`config.mk`:
```
export PLATFORM = sky130hd
export DESIGN_NAME = instr_fetch_queue_flat
export DESIGN_NICKNAME = d
export VERILOG_FILES = /design/src/rtl/ifq_pkg.sv /design/src/rtl/instr_fetch_queue_if.sv /design/src/rtl/ifq_fifo.sv /design/src/rtl/instr_fetch_queue.sv /design/src/flat_wrapper.sv
export SDC_FILE = /design/constraint.sdc
export NUM_CORES = 1
export LEC_CHECK = 0
export ABC_AREA = 1
export BUFFER_PORTS_ARGS = -buffer_cell sky130_fd_sc_hd__buf_2
export CELL_PAD_IN_SITES_DETAIL_PLACEMENT = 1
export CELL_PAD_IN_SITES_GLOBAL_PLACEMENT = 2
export CORE_ASPECT_RATIO = 0.8
export CORE_MARGIN = 2
export CORE_UTILIZATION = 36
export CTS_BUF_LIST = sky130_fd_sc_hd__clkbuf_4
export CTS_CLUSTER_DIAMETER = 120
export DETAILED_ROUTE_END_ITERATION = 7
export GPL_TIMING_DRIVEN = 0
export HOLD_SLACK_MARGIN = 0.06
export PLACE_DENSITY_LB_ADDON = 0.2
export SYNTH_ARGS = -nofsm -noshare
export SYNTH_HDL_FRONTEND = slang
export SYNTH_SLANG_ARGS = --single-unit
```
`constraint.sdc`:
```
create_clock -name clk -period 7.2 [get_ports clk]
set_clock_uncertainty 0.15 [all_clocks]
set_input_delay 1.08 -clock clk [delete_from_list [all_inputs] [get_ports clk]]
set_output_delay 1.08 -clock clk [all_outputs]
set_load 0.01 [all_outputs]
```
`src/rtl/ifq_pkg.sv`:
```
// Shared types and constants for the instruction fetch queue.
// Field positions follow the RV32 base encoding.
package ifq_pkg;

    localparam int XLEN_DEFAULT = 32;

    localparam int OP_LSB = 0;
    localparam int OP_W   = 7;
    localparam int F3_LSB = 12;
    localparam int F3_W   = 3;
    localparam int F7_LSB = 25;
    localparam int F7_W   = 7;

    typedef enum logic [1:0] {
        IDLE = 2'd0,
        WAIT = 2'd1,
        DROP = 2'd2
    } fetch_state_t;

endpackage

```
`src/rtl/instr_fetch_queue_if.sv`:
```
// Fetch-side bundle: instruction memory request/response and decode handshake.
// master = fetch queue, slave = memory/decode environment.
interface instr_fetch_queue_if import ifq_pkg::*; #(
    parameter int XLEN = XLEN_DEFAULT
);

    logic            imem_req_valid;
    logic            imem_req_ready;
    logic [XLEN-1:0] imem_req_addr;
    logic            imem_rsp_valid;
    logic [XLEN-1:0] imem_rsp_data;

    logic            instr_valid;
    logic            instr_ready;
    logic [XLEN-1:0] instr;
    logic [XLEN-1:0] instr_pc;
    logic [OP_W-1:0] Op;
    logic [F3_W-1:0] funct3;
    logic [F7_W-1:0] funct7;

    modport master (
        output imem_req_valid, imem_req_addr,
        input  imem_req_ready, imem_rsp_valid, imem_rsp_data,
        output instr_valid, instr, instr_pc, Op, funct3, funct7,
        input  instr_ready
    );

    modport slave (
        input  imem_req_valid, imem_req_addr,
        output imem_req_ready, imem_rsp_valid, imem_rsp_data,
        input  instr_valid, instr, instr_pc, Op, funct3, funct7,
        output instr_ready
    );

endinterface

```
`src/rtl/ifq_fifo.sv`:
```
// Power-of-two circular buffer of {instruction, pc} entries.
// Flush empties it in one cycle; memory contents need no reset.
module ifq_fifo #(
    parameter int W     = 64,
    parameter int DEPTH = 2
) (
    input  logic                   clk,
    input  logic                   rst,
    input  logic                   push,
    input  logic                   pop,
    input  logic                   flush,
    input  logic [W-1:0]           din,
    output logic [W-1:0]           dout,
    output logic [$clog2(DEPTH):0] count
);

    localparam int PW = $clog2(DEPTH);
    localparam int CW = PW + 1;

    logic [W-1:0]  mem [DEPTH];
    logic [PW-1:0] wr_ptr;
    logic [PW-1:0] rd_ptr;

    always_ff @(posedge clk) begin
        if (!rst || flush) begin
            wr_ptr <= '0;
            rd_ptr <= '0;
            count  <= '0;
        end else begin
            if (push) wr_ptr <= wr_ptr + PW'(1);
            if (pop)  rd_ptr <= rd_ptr + PW'(1);
            unique case ({push, pop})
                2'b10:   count <= count + CW'(1);
                2'b01:   count <= count - CW'(1);
                default: count <= count;
            endcase
        end
    end

    always_ff @(posedge clk) begin
        if (push) mem[wr_ptr] <= din;
    end

    assign dout = mem[rd_ptr];

endmodule

```
`src/rtl/instr_fetch_queue.sv`:
```
// Fetch PC, single-outstanding request FSM and decode-facing queue.
// Define IFQ_PERF_EN to add the saturating redirect-cycle counter output.
module instr_fetch_queue import ifq_pkg::*; #(
    parameter int              XLEN     = XLEN_DEFAULT,
    parameter int              DEPTH    = 2,
    parameter logic [XLEN-1:0] RESET_PC = '0
) (
    input  logic                     clk,
    input  logic                     rst,
    input  logic                     redirect,
    input  logic [XLEN-1:0]          redirect_pc,
    instr_fetch_queue_if.master      bus
`ifdef IFQ_PERF_EN
    ,
    output logic [31:0]              perf_redirect_cnt
`endif
);

    localparam int              CW   = $clog2(DEPTH) + 1;
    localparam logic [CW-1:0]   FULL = CW'(DEPTH);

    fetch_state_t      state;
    logic [XLEN-1:0]   fpc;
    logic [XLEN-1:0]   req_pc;
    logic [CW-1:0]     count;
    logic [2*XLEN-1:0] head;
    logic              accept;
    logic              push;
    logic              pop;

    // Credit check: a request only leaves when its response has a slot.
    assign bus.imem_req_valid = rst && (state == IDLE) &&
                                (count < FULL) && !redirect;
    assign bus.imem_req_addr  = fpc;

    assign accept = bus.imem_req_valid && bus.imem_req_ready;
    assign push   = (state == WAIT) && bus.imem_rsp_valid && !redirect;
    assign pop    = bus.instr_valid && bus.instr_ready && !redirect;

    always_ff @(posedge clk) begin
        if (!rst) begin
            state  <= IDLE;
            fpc    <= RESET_PC;
            req_pc <= '0;
        end else if (redirect) begin
            fpc <= redirect_pc & ~XLEN'(3);
            unique case (state)
                WAIT, DROP: state <= bus.imem_rsp_valid ? IDLE : DROP;
                default:    state <= IDLE;
            endcase
        end else begin
            unique case (state)
                IDLE: begin
                    if (accept) begin
                        state  <= WAIT;
                        fpc    <= fpc + XLEN'(4);
                        req_pc <= fpc;
                    end
                end
                WAIT, DROP: begin
                    if (bus.imem_rsp_valid) state <= IDLE;
                end
                default: state <= IDLE;
            endcase
        end
    end

    ifq_fifo #(
        .W     (2 * XLEN),
        .DEPTH (DEPTH)
    ) u_fifo (
        .clk   (clk),
        .rst   (rst),
        .push  (push),
        .pop   (pop),
        .flush (redirect),
        .din   ({bus.imem_rsp_data, req_pc}),
        .dout  (head),
        .count (count)
    );

    assign bus.instr_valid = (count != '0);
    assign bus.instr    = bus.instr_valid ? head[2*XLEN-1:XLEN] : '0;
    assign bus.instr_pc = bus.instr_valid ? head[XLEN-1:0] : '0;
    assign bus.Op       = bus.instr[OP_LSB +: OP_W];
    assign bus.funct3   = bus.instr[F3_LSB +: F3_W];
    assign bus.funct7   = bus.instr[F7_LSB +: F7_W];

`ifdef IFQ_PERF_EN
    always_ff @(posedge clk) begin
        if (!rst)
            perf_redirect_cnt <= '0;
        else if (redirect && perf_redirect_cnt != 32'hFFFF_FFFF)
            perf_redirect_cnt <= perf_redirect_cnt + 32'd1;
    end
`endif

endmodule

```
`src/flat_wrapper.sv`:
```
// flat-port wrapper written by rule: the top's interface ports become plain ports
module instr_fetch_queue_flat import ifq_pkg::*;
#(
    parameter int              XLEN     = XLEN_DEFAULT,
    parameter int              DEPTH    = 2,
    parameter logic [XLEN-1:0] RESET_PC = '0
)
  (clk, rst, redirect, redirect_pc, bus_imem_req_valid, bus_imem_req_addr, bus_imem_req_ready, bus_imem_rsp_valid, bus_imem_rsp_data, bus_instr_valid, bus_instr, bus_instr_pc, bus_Op, bus_funct3, bus_funct7, bus_instr_ready);
  instr_fetch_queue_if #(.XLEN(XLEN)) bus_i ();
  input  logic clk;
  input  logic rst;
  input  logic redirect;
  input  logic [XLEN-1:0] redirect_pc;
  output wire logic [$bits(bus_i.imem_req_valid)-1:0] bus_imem_req_valid;
  output wire logic [$bits(bus_i.imem_req_addr)-1:0] bus_imem_req_addr;
  input wire logic [$bits(bus_i.imem_req_ready)-1:0] bus_imem_req_ready;
  input wire logic [$bits(bus_i.imem_rsp_valid)-1:0] bus_imem_rsp_valid;
  input wire logic [$bits(bus_i.imem_rsp_data)-1:0] bus_imem_rsp_data;
  output wire logic [$bits(bus_i.instr_valid)-1:0] bus_instr_valid;
  output wire logic [$bits(bus_i.instr)-1:0] bus_instr;
  output wire logic [$bits(bus_i.instr_pc)-1:0] bus_instr_pc;
  output wire logic [$bits(bus_i.Op)-1:0] bus_Op;
  output wire logic [$bits(bus_i.funct3)-1:0] bus_funct3;
  output wire logic [$bits(bus_i.funct7)-1:0] bus_funct7;
  input wire logic [$bits(bus_i.instr_ready)-1:0] bus_instr_ready;
  assign bus_imem_req_valid = bus_i.imem_req_valid;
  assign bus_imem_req_addr = bus_i.imem_req_addr;
  assign bus_i.imem_req_ready = bus_imem_req_ready;
  assign bus_i.imem_rsp_valid = bus_imem_rsp_valid;
  assign bus_i.imem_rsp_data = bus_imem_rsp_data;
  assign bus_instr_valid = bus_i.instr_valid;
  assign bus_instr = bus_i.instr;
  assign bus_instr_pc = bus_i.instr_pc;
  assign bus_Op = bus_i.Op;
  assign bus_funct3 = bus_i.funct3;
  assign bus_funct7 = bus_i.funct7;
  assign bus_i.instr_ready = bus_instr_ready;
  instr_fetch_queue #(.XLEN(XLEN), .DEPTH(DEPTH), .RESET_PC(RESET_PC)) u_core (.clk(clk), .rst(rst), .redirect(redirect), .redirect_pc(redirect_pc), .bus(bus_i));
endmodule
```
**After elaboration in Yosys (flattened, before gate mapping)**

Memory sizes are Yosys's and may differ from the RTL's. A register that Yosys moved wholly into a read port is not among the register bits.
Cells that the tools add are included.

- Add/sub/neg operators: 5
- Order comparisons: 1
- Eq/ne operators: 6
- Mux-type cells: 16
- Bitwise gates (word level): 2
- Reduce and logical (&&, ||, !) cells: 22

Operators by type and width:

| operator | number |
|---|---|
| two-way mux 32 bit | 5 |
| adder 32 x 3 -> 32 bit (second input constant) | 1 |
| two-way mux 2 bit | 5 |
| logical AND 1 bit | 8 |
| one-hot mux 2 bit (2 select lines) | 2 |
| nonzero test 2 bit | 4 |
| AND reduction 2 bit | 3 |
| equality test 2 x 1 -> 1 bit (second input constant) | 2 |
| equality test 2 bit (second input constant) | 2 |
| two-way mux 1 bit | 4 |
| OR reduction 2 bit | 2 |
| != test 3 x 2 -> 1 bit (second input constant) | 1 |
| != test 3 bit (second input constant) | 1 |
| AND reduction 3 bit | 1 |
| adder 1 bit (second input constant) | 2 |
| adder 2 x 1 -> 2 bit (second input constant) | 1 |
| zero test 1 bit | 2 |
| zero test 2 bit | 1 |
| less-than comparator 2 bit (second input constant) | 1 |
| NOT 1 bit | 2 |
| subtractor 2 x 1 -> 2 bit (second input constant) | 1 |
| logical OR 1 bit | 1 |

- Bits in registers: 70
- Bits in writable memories: 128
- Bits of input ports: 70
- Output and inout bits: 115
- Word-level logic and storage cells: 60
- Memories kept: 1

Memory list:

| name | words | bits a word | read ports | clocked after Yosys merged registers in | write ports | line | RTL |
|---|---|---|---|---|---|---|---|
| u_core.u_fifo.mem | 2 | 64 | 1 | 1 | 1 | ifq_fifo.sv:20 | `logic [W-1:0] mem [DEPTH];` |

**Logic depth before layout (Yosys ltp)**

Gate-level depths: netlist of the first run.

- Depth after elaboration: 8
- Gate-level depth with buffers: 11
- Gate-level depth less buffers: 11

**Cells and area by module**

From an unflattened synthesis of the first run, not the netlist that was laid out.

- Cells, all modules: 890
- Area, all modules: 9120.0 µm²

Modules (own cells, without submodules):

| module | times used | cells each | area an instance (µm²) | seq. area each (µm²) |
|---|---|---|---|---|
| ifq_fifo | 1 | 232 | 5144.9 | 3943.8 |
| instr_fetch_queue | 1 | 658 | 3975.1 | 1241.2 |

**Least setup slack after synthesis of the first run**

No wires, ideal clock.

- Path kind: input -> register
- Start point: input redirect
- End point: memory u_core.u_fifo.mem[0][10] (enable)
- Library setup time: 0.482 ns
- Arrival: 4.127 ns
- Data required time: 6.568 ns
- Slack: 2.441 ns
- Stages on the path: 4
- Path buffers: 1
- Cell sequence: buf_6 -> clkinv_1 -> nand3_1 -> nor2_1

- Word-level cells in the longest chain between the ends: 4

Ends and longest elaborated chain:

| what | line | RTL |
|---|---|---|
| from (decl) | flat_wrapper.sv:12 | `input logic redirect;` |
| zero test 1 bit | instr_fetch_queue.sv:37 | `assign push = (state == WAIT) && bus.imem_rsp_valid && !redirect;` |
| logical AND 1 bit | instr_fetch_queue.sv:37 |  |
| two-way mux 1 bit | ifq_fifo.sv:41 | `if (push) mem[wr_ptr] <= din;` |
| two-way mux 1 bit (implied by the code) | ifq_fifo.sv:41 |  |
| to (decl) | ifq_fifo.sv:20 |  |

No other way between the ends.

**Worst setup path after layout of the first run**

- Start point: register u_core.u_fifo.count[1]
- End point: output bus_instr[0]

- Word-level cells in the longest chain between the ends: 2

Ends and longest elaborated chain:

| what | line | RTL |
|---|---|---|
| from (decl) | ifq_fifo.sv:14 | `output logic [$clog2(DEPTH):0] count` |
| from (signal assigned) | ifq_fifo.sv:33 | `2'b10: count <= count + CW'(1);` |
| from (signal assigned) | ifq_fifo.sv:34 | `2'b01: count <= count - CW'(1);` |
| from (signal assigned) | ifq_fifo.sv:35 | `default: count <= count;` |
| nonzero test 2 bit | instr_fetch_queue.sv:82 | `assign bus.instr_valid = (count != '0);` |
| two-way mux 32 bit | instr_fetch_queue.sv:83 | `assign bus.instr = bus.instr_valid ? head[2*XLEN-1:XLEN] : '0;` |
| to (decl) | flat_wrapper.sv:20 | `output wire logic [$bits(bus_i.instr)-1:0] bus_instr;` |

No other way between the ends.

==> impl_metrics.env, run 1 <==
export IMPL_layout_commonest_cell="nand2_1"
export IMPL_cts_tree="yes"
export IMPL_io_pins=185
export IMPL_grt_max_degree=25
export IMPL_nNetsFinal=1197
export IMPL_cp_data_arrival_time_ns=2.67
export IMPL_ys_seq_area_share_pct=60.5
export IMPL_cts_inserted_buffers=17
export IMPL_drc=0
export IMPL_via_per_inst=4.82
export IMPL_synth_area_top_cells="edfxtp_1, dfxtp_1, nand2_1"
export IMPL_cts_resized=0
export IMPL_die_area_um2=24500
export IMPL_drive_gt1_share_pct=23.2
export IMPL_core_um2=22600
export IMPL_maxCapViolCount=0
export IMPL_synth_async_reset_ratio_pct=0
export IMPL_first_pass_iters=5
export IMPL_hpwlAfterDp_um=18500
export IMPL_synth_ff_type="edfxtp_1"
export IMPL_rows=49
export IMPL_critPathRequiredTime_ns=5.97
export IMPL_synth_edff_count=124
export IMPL_crit_path_max_fanout=10
export IMPL_clock_path_buffers=2
export IMPL_clkTransAtPathRegs_ns=0.16
export IMPL_clkLatencyLatePin_ns=0.59
export IMPL_fin_crit_sh_pct=54.2
export IMPL_synth_avg_cell_area_um2=9.10
export IMPL_grt_pass1_vias=6963
export IMPL_grt_pass1_wl_um=38700
export IMPL_finalSetupViolCount=0
export IMPL_final_area_um2=10100
export IMPL_fmax_mhz=256
export IMPL_power_w=0.00198
export IMPL_slowest_delay_ns=0.82
export IMPL_initial_core_util_pct=37.0
export IMPL_die_y_um=140
export IMPL_critPathCaptureType="primary output"
export IMPL_synth_largest_area_cell="edfxtp_1"
export IMPL_vias=6953
export IMPL_area_growth_pct=20.1
export IMPL_cts_sinks=191
export IMPL_fp_dieW_um=174
export IMPL_hold_violations=0
export IMPL_final_cell_mix="nand2_1, buf_2, edfxtp_1, a21oi_1, nor2_1"
export IMPL_slew_violations=0
export IMPL_post_cts_setup_buffers=0
export IMPL_finalSetupTns_ns=0
export IMPL_cpLargestDelayFamily="simple AND/OR/NAND/NOR gates"
export IMPL_crit_chain="nor2_1 > clkbuf_1 > a21oi_1 > buf_4 > buf_2"
export IMPL_wire_per_inst_um=17.2
export IMPL_ys_ff_latch=191
export IMPL_antenna_found_initial=0
export IMPL_rsz0062_at_grt="no"
export IMPL_ys_warn_count=0
export IMPL_p_leak_nw=4.28
export IMPL_ant_nets=0
export IMPL_cts_root_buf="clkbuf_4"
export IMPL_grt_overflow=0
export IMPL_fin_crit_ns=3.90
export IMPL_worstSetupPathType="reg -> out"
export IMPL_first_iter_violations=337
export IMPL_syn_cell_area_um2=8370
export IMPL_io_buffers=177
export IMPL_ctsHoldBuffers=0
export IMPL_cp_num_buf_inv=3
export IMPL_critPathSlowestCell="nor2_1"
export IMPL_diodes=0
export IMPL_dpl_cell_area_um2=9770
export IMPL_ys_types=35
export IMPL_htree_levels=4
export IMPL_power_density_nw_per_um2=197
export IMPL_track_usage_pct=20.5
export IMPL_slew_headroom_pct=29.2
export IMPL_routed_wl_um=24900
export IMPL_worst_pin_slew_ns=1.06
export IMPL_status="finished, final reports clean"
export IMPL_crit_path_start_kind="flip-flop"
export IMPL_place_congestion=0.811
export IMPL_netlist_instances=920
export IMPL_utilization_pct=44.4
export IMPL_hold_path_class="reg -> reg"
export IMPL_vdd_drop_max_mv=0.0861
export IMPL_netlist_area_leader_share_pct=44.5
==> per-layer routing <==
| metal | GRT usage [%] | wire length (µm) | up-vias |
|---|---|---|---|
| met5 | 0 | 0 | - |
| met1 | 28.6 | 12200 | 3371 |
| met2 | 33.9 | 11500 | 142 |
| li1 | - | - | 3426 |
| met3 | 3.39 | 978 | 14 |
| met4 | 3.80 | 174 | 0 |
==> flip-flops by register name (all words and copies together) (netlist names), named ones only <==
signal and count:
u_core.u_fifo.wr_ptr 1, u_core.u_fifo.count 2, u_core.state 2, u_core.req_pc 30
u_core.u_fifo.rd_ptr 1, u_core.u_fifo.mem 124, u_core.bus.imem_req_addr 30
==> area by class of cell <==
class,instances,area (µm²)
clock buffers,18,135
repair buffers,181,988
flip-flops and latches,191,5060
multi-input cells,593,2700
well taps,306,383
plain buffers,63,345
fillers,2718,12600
inverters,76,285
clock inverters,14,150
==> report_power, final <==
group	internal, W	total (W)	switching [W]
registers	0.00120	0.00122	0.0000259
logic	0.0000633	0.000172	0.000109
clock network	0.000163	0.000585	0.000423
==> final timing paths <==
| kind | from | slack [ns] | end | depth (start not counted) |
|---|---|---|---|---|
| worst max-delay path | u_core.u_fifo.count[1] | 3.30 | bus_instr[0] | 5 |
| worst min-delay path | u_core.req_pc[14] | 0.32 | u_core.u_fifo.mem[1][14] | 0 |
| worst max register to register | u_core.u_fifo.count[1] | 4.60 | u_core.u_fifo.count[1] | 8 |
| worst min register to register | u_core.req_pc[14] | 0.32 | u_core.u_fifo.mem[1][14] | 0 |
==> cells in the mapped netlist, types with 9 or more instances <==
library cell / number
nand2_1: 276
edfxtp_1: 124
clkbuf_1: 27
inv_1: 73
o21a_1: 10
nand3_1: 48
buf_4: 24
a21oi_1: 103
buf_2: 9
o21ai_0: 29
dfxtp_1: 67
nor2_1: 78
==> cells by family (layout without fill, tap and decap cells) <==
group	after synthesis	count (layout)	synth area share [%]
flops	191	191	60.5
buf+inv	139	352	7.53
simple gates	426	426	21.0
xor+xnor	4	4	0.419
fa+ha+maj	4	4	0.598
other cells	1	4	0.0448
compound gates	155	155	9.88
==> through the flow <==
stage,worst slack (ns),cells,hold WS [ns]
after global placement,0.365,1406,0.288
final,3.30,1442,0.320
after detailed placement,3.86,1410,0.291
after floorplan,2.44,923,0.270
after CTS,3.20,1442,0.320
after global routing,3.07,1442,0.347
No activity file was read; power rests on OpenSTA's default activity.
==> run 2: changes to the inputs <==
--- a/config.mk
+++ b/config.mk
@@ -5,7 +5,7 @@
 export SDC_FILE = /design/constraint.sdc
 export NUM_CORES = 1
 export LEC_CHECK = 0
-export ABC_AREA = 1
+export ABC_AREA = 0
 export BUFFER_PORTS_ARGS = -buffer_cell sky130_fd_sc_hd__buf_2
 export CELL_PAD_IN_SITES_DETAIL_PLACEMENT = 1
 export CELL_PAD_IN_SITES_GLOBAL_PLACEMENT = 2
==> constraint.sdc (replaced) <==
create_clock -name clk -period 3.6 [get_ports clk]
set_clock_uncertainty 0.15 [all_clocks]
set_input_delay 0.54 -clock clk [delete_from_list [all_inputs] [get_ports clk]]
set_output_delay 0.54 -clock clk [all_outputs]
set_load 0.01 [all_outputs]
==> run 2 against run 1 <==
Die area fell by 2.9%. Critical path type unchanged. Cell count shrank 12%. Design area increased by 2.0%. Count of clock-buffer cells in the layout unchanged. Register-to-register slack worse by 3.8 ns.
==> impl_metrics.env, run 2 <==
export IMPL_core_um2=22300
export IMPL_grt_overflow=0
export IMPL_status="finished, final reports clean"
export IMPL_critPathCaptureType="primary output"
export IMPL_hpwlAfterDp_um=17100
export IMPL_maxCapViolCount=0
export IMPL_r2r_slack_ns=0.76
export IMPL_ys_warn_count=0
export IMPL_ys_ff_latch=191
export IMPL_p_leak_nw=3.76
export IMPL_synth_largest_area_cell="edfxtp_1"
export IMPL_grt_pass1_wl_um=37300
export IMPL_worst_pin_slew_ns=0.882
export IMPL_power_share_sequential_pct=63.5
export IMPL_clock_power_share_pct=29.4
export IMPL_crit_top_cell="clkbuf_1"
export IMPL_ant_nets=0
export IMPL_antenna_found_initial=1
export IMPL_initial_core_util_pct=36.4
export IMPL_crit_chain="clkbuf_1 > clkbuf_1 > mux2i_1 > nor2_1 > buf_4 > buf_2"
export IMPL_nNetsFinal=1026
export IMPL_worstSetupPathType="reg -> out"
export IMPL_die_y_um=138
export IMPL_fp_dieW_um=172
export IMPL_vias=6471
export IMPL_die_area_um2=23800
export IMPL_htree_levels=4
export IMPL_routed_wl_um=23900
export IMPL_yosys_cell_count_top_type="edfxtp_1"
export IMPL_slew_violations=0
export IMPL_clkLatencyLatePin_ns=0.59
export IMPL_first_iter_violations=285
export IMPL_top_register="u_core.u_fifo.mem"
export IMPL_synth_ff_type="edfxtp_1"
export IMPL_critPathSlowestCell="clkbuf_1"
export IMPL_fin_crit_ns=3.25
export IMPL_slowest_delay_ns=0.62
export IMPL_hold_path_startpoint="redirect_pc[5]"
export IMPL_grt_pass1_vias=6729
export IMPL_cts_root_buf="clkbuf_4"
export IMPL_vdd_drop_max_mv=0.183
export IMPL_place_congestion=0.882
export IMPL_cp_data_arrival_time_ns=2.56
export IMPL_synth_edff_count=124
export IMPL_dpl_cell_area_um2=9500
export IMPL_pwr_share_comb_pct=7.1
export IMPL_clock_path_buffers=2
export IMPL_crit_path_start_kind="flip-flop"
export IMPL_wire_per_inst_um=18.8
export IMPL_min_path_cells=3
export IMPL_cts_tree="yes"
export IMPL_fin_hold_ws_ns=0.120
export IMPL_first_pass_iters=4
export IMPL_fmax_mhz=307
export IMPL_drive_gt1_share_pct=26.3
export IMPL_netlist_area_leader_share_pct=45.9
export IMPL_rsz0062_at_grt="no"
export IMPL_synth_avg_cell_area_um2=11.6
export IMPL_synth_area_top_cells="edfxtp_1, dfxtp_1, mux2i_1"
export IMPL_largest_reg_flops=124
export IMPL_power_density_nw_per_um2=367
export IMPL_critPathRequiredTime_ns=2.91
export IMPL_drc=0
export IMPL_finalSetupViolCount=0
export IMPL_cts_inserted_buffers=17
export IMPL_cts_sinks=191
export IMPL_ys_types=55
export IMPL_io_pins=185
export IMPL_final_cell_mix="buf_2, edfxtp_1, nand2_1, nor2_1, dfxtp_1"
export IMPL_fin_crit_sh_pct=90.3
export IMPL_area_growth_pct=26.3
export IMPL_syn_cell_area_um2=8120
export IMPL_ys_seq_area_share_pct=62.4
export IMPL_io_buffers=176
export IMPL_layout_commonest_cell="buf_2"
export IMPL_whs_endpoint="u_core.bus.imem_req_addr[5]"
export IMPL_p_sw_w=0.000994
export IMPL_rows=49
export IMPL_clkTransAtPathRegs_ns=0.16
export IMPL_post_cts_setup_buffers=0
export IMPL_slew_headroom_pct=40.7
export IMPL_via_per_inst=5.08
export IMPL_hold_path_class="in -> reg"
export IMPL_track_usage_pct=20.4
export IMPL_r2r_end="u_core.bus.imem_req_addr[13]"
export IMPL_yosys_top_cells_count="edfxtp_1, nand2_1, nor2_1"
export IMPL_r2r_cells=8
export IMPL_p_int_w=0.00277
export IMPL_crit_path_max_fanout=10
export IMPL_synth_async_reset_ratio_pct=0
export IMPL_switching_share_pct=26.4
export IMPL_reg2reg_from="u_core.state[1]"
export IMPL_grt_max_degree=27
export IMPL_hold_violations=0
export IMPL_final_area_um2=10300
export IMPL_finalSetupTns_ns=0
export IMPL_netlist_instances=702
## run 2: cell count changes in the layout (fill, tap and decap cells not counted), moves of 20 or more
cell	delta
dlygate4sd3_1	+48
mux2i_1	+62
nand3_1	-31
o21ai_0	-20
nand2_1	-190
inv_1	-60
a21oi_1	-67
## run 2: critical path, delay by kind of cell (launching register included)
kind	cells	cell delay (ns)
buffers and inverters	4	1.29
multiplexers	1	0.28
AND/OR/NAND/NOR	1	0.08
flip-flops	1	0.34
## run 2: power by group through the flow
stage          logic (W)  registers, W  clock network [W]
6_report        0.000266       0.00239            0.00111
5_1_grt         0.000291       0.00240            0.00123
4_1_cts         0.000266       0.00239            0.00114
3_5_place_dp    0.000223       0.00244                  0
3_3_place_gp    0.000216       0.00244                  0
2_1_floorplan   0.000104       0.00243                  0
## run 2: worst max path at each step
stage | depth (start not counted) | endpoint
after floorplan | 4 | u_core.u_fifo.mem[0][10]
after global placement | 4 | u_core.u_fifo.mem[1][16]
after detailed placement | 7 | u_core.bus.imem_req_addr[25]
after CTS | 4 | bus_instr_pc[14]
after global routing | 6 | bus_instr[13]
final | 6 | bus_instr[13]
## run 2: metrics by stage
step | util [%] | total power, W | worst slack (ns) | instances
after floorplan | - | 0.00254 | -0.593 | 705
after global placement | 42.1 | 0.00265 | -2.38 | 1187
after detailed placement | 42.6 | 0.00266 | 0.778 | 1191
after CTS | 45.9 | 0.00380 | 0.170 | 1271
after global routing | 46.0 | 0.00392 | 0.121 | 1273
final | 46.0 | 0.00377 | 0.348 | 1273
## run 2: routing by layer
layer | vias to the layer above | share of wire (%) | wire (µm) | GRT usage (%)
met2 | 177 | 49 | 11700 | 33.7
li1 | 3064 | - | - | -
met1 | 3210 | 45 | 10800 | 27.4
met4 | 0 | 1.2 | 296 | 5.09
met3 | 20 | 4.9 | 1180 | 4.18
met5 | - | 0 | 0 | 0
## run 2: cell type report
class / instances / area [µm²]
fillers: 2534 / 12100
flip-flops and latches: 191 / 5060
multi-input cells: 434 / 2660
repair buffers: 228 / 1460
well taps: 306 / 383
plain buffers: 65 / 367
clock buffers: 18 / 135
clock inverters: 14 / 124
inverters: 15 / 56.3
diodes: 2 / 5.00
## run 2: repair_timing
item | in CTS | in global routing
endpoints found under the setup margin | 0 | 1
endpoints found under the hold margin | 80 | 0
hold buffers | 48 | 0
gates resized for setup | 0 | 1
## run 2: cell families (layout without fill, tap and decap cells)
group                      count (synthesis)  in the layout  synth area share, %
AOI/OAI and AO/OA                        106            106                 8.65
xor gates and xnor gates                   5              5                0.540
adders and majority gates                  4              4                0.617
buffers and inverters                     80            340                 5.21
DFF                                      191            191                 62.4
muxes                                     63             63                 7.78
other                                      1              6               0.0462
and+or+nand+nor                          252            252                 14.8
==> run 3: changes to the inputs <==
==> constraint.sdc (replaced) <==
create_clock -name clk -period 3.6 [get_ports clk]
set_clock_uncertainty 0.15 [all_clocks]
set_input_delay 0.18 -clock clk [delete_from_list [all_inputs] [get_ports clk]]
set_output_delay 0.18 -clock clk [all_outputs]
set_load 0.01 [all_outputs]
==> run 3 against run 2 <==
Utilization up 1.3 points. Clock power about the same. Count of clock-buffer cells in the layout unchanged. First-iteration DRC count up 13%. Maximum frequency down 3.4%. Non-clock buffer count up 29.
==> impl_metrics.env, run 3 (synthesis gave the netlist of run 2 again) <==
export IMPL_status="finished, final reports clean"
export IMPL_top_register="u_core.u_fifo.mem"
export IMPL_slowest_delay_ns=0.56
export IMPL_cts_root_buf="clkbuf_4"
export IMPL_cts_sinks=191
export IMPL_hpwlAfterDp_um=17100
export IMPL_place_congestion=0.882
export IMPL_fmax_mhz=297
export IMPL_cts_inserted_buffers=17
export IMPL_drive_gt1_share_pct=25.5
export IMPL_drc=0
export IMPL_rsz0062_at_grt="no"
export IMPL_antenna_found_initial=1
export IMPL_cpLargestDelayFamily="buffers and inverters"
export IMPL_utilization_pct=47.2
export IMPL_via_per_inst=5.05
export IMPL_critPathSlowestCell="dlygate4sd3_1"
export IMPL_clkLatencyLatePin_ns=0.59
export IMPL_cts_tree="yes"
export IMPL_cp_data_arrival_time_ns=3.73
export IMPL_slew_violations=0
export IMPL_first_pass_iters=5
export IMPL_power_w=0.00380
export IMPL_crit_chain="inv_1 > ha_1 > nand4bb_1 > inv_2 > nand4_1 > clkbuf_1 > o41ai_1 > a21oi_1 > dlygate4sd3_1"
export IMPL_fp_dieW_um=172
export IMPL_nNetsFinal=1055
export IMPL_final_instance_count_excl_fill=1302
export IMPL_slew_headroom_pct=34.1
export IMPL_crit_path_start_kind="flip-flop"
export IMPL_grt_max_degree=27
export IMPL_die_y_um=138
export IMPL_grt_overflow=0
export IMPL_core_um2=22300
export IMPL_worstSetupPathType="reg -> reg"
export IMPL_dp_cells=1191
export IMPL_htree_levels=4
export IMPL_clkTransAtPathRegs_ns=0.17
export IMPL_p_leak_nw=3.89
export IMPL_worst_pin_slew_ns=0.985
export IMPL_crit_path_max_fanout=10
export IMPL_first_iter_violations=323
export IMPL_ant_nets=0
export IMPL_final_area_um2=10500
export IMPL_vias=6578
export IMPL_cp_num_buf_inv=4
export IMPL_grt_pass1_wl_um=37700
export IMPL_layout_commonest_cell="buf_2"
export IMPL_grt_pass1_vias=6866
export IMPL_dpl_cell_area_um2=9500
export IMPL_wire_per_inst_um=18.7
export IMPL_initial_core_util_pct=36.4
export IMPL_finalSetupViolCount=0
export IMPL_critPathCaptureType="flip-flop"
export IMPL_hold_violations=0
export IMPL_fin_crit_ns=3.37
export IMPL_fin_crit_sh_pct=93.6
export IMPL_power_density_nw_per_um2=360
export IMPL_hold_path_class="in -> reg"
export IMPL_io_buffers=176
export IMPL_io_pins=185
export IMPL_fin_hold_ws_ns=0.129
export IMPL_die_area_um2=23800
export IMPL_routed_wl_um=24300
export IMPL_area_growth_pct=29.9
export IMPL_critPathRequiredTime_ns=3.96
export IMPL_maxCapViolCount=0
export IMPL_clock_path_buffers=2
export IMPL_vdd_drop_max_mv=0.184
export IMPL_track_usage_pct=20.6
export IMPL_final_cell_mix="buf_2, edfxtp_1, nand2_1, nor2_1, dlygate4sd3_1"
export IMPL_rows=49
export IMPL_largest_reg_flops=124
[run 3: cell count changes in the layout (fill, tap and decap cells not counted)]
cell / change
dlygate4sd3_1: +29
nor2_1: +1
nor2_2: -1
[run 3: where the power goes]
part	switching [W]	total [W]	internal, W	leakage (nW)
clock network	0.000809	0.00111	0.000304	0.133
logic	0.000148	0.000290	0.000142	2.10
registers	0.0000448	0.00239	0.00235	1.65
total	0.00100	0.00380	0.00279	3.89
[run 3: cell type report]
class | count | area [µm²]
multi-input cells | 434 | 2660
clock buffers | 18 | 135
diodes | 2 | 5.00
well taps | 306 | 383
plain buffers | 65 | 367
repair buffers | 257 | 1750
flip-flops and latches | 191 | 5060
clock inverters | 14 | 124
inverters | 15 | 56.3
fillers | 2523 | 11800
[run 3: what timing repair did]
item | CTS | global route
hold buffers | 77 | 0
buffers inserted | 0 | 0
endpoints found under the hold margin | 101 | 0
resized for setup | 0 | 0
[run 3: per-stage QoR]
step                setup TNS, ns  worst slack, ns
floorplan                  -35.71           -0.288
global placement          -250.01            -2.02
detailed placement              0            0.804
CTS                             0            0.189
global route                    0           0.0685
finish                          0            0.232
[run 3: routing by layer]
layer	track usage (%)	share of wire (%)	vias to the layer above
met5	0	0	-
li1	-	-	3122
met4	5.44	1.3	0
met2	34.1	49	192
met1	27.4	45	3238
met3	4.32	5.2	26
[run 3: path summary, 6_finish.rpt]
| check | from | endpoint | slack, ns | depth (start not counted) |
|---|---|---|---|---|
| max | u_core.state[1] | u_core.bus.imem_req_addr[27] | 0.23 | 9 |
| min | redirect | u_core.bus.imem_req_addr[23] | 0.13 | 4 |
| max reg2reg | u_core.state[1] | u_core.bus.imem_req_addr[27] | 0.23 | 9 |
| min reg2reg | u_core.req_pc[28] | u_core.u_fifo.mem[0][28] | 0.30 | 0 |
[run 3: worst reg2reg max path: stages, from the launching register on]
cell	delay, ns
dfxtp_1	0.33
inv_1	0.10
ha_1	0.33
nand4bb_1	0.20
inv_2	0.17
nand4_1	0.45
clkbuf_1	0.43
o41ai_1	0.51
a21oi_1	0.07
dlygate4sd3_1	0.56
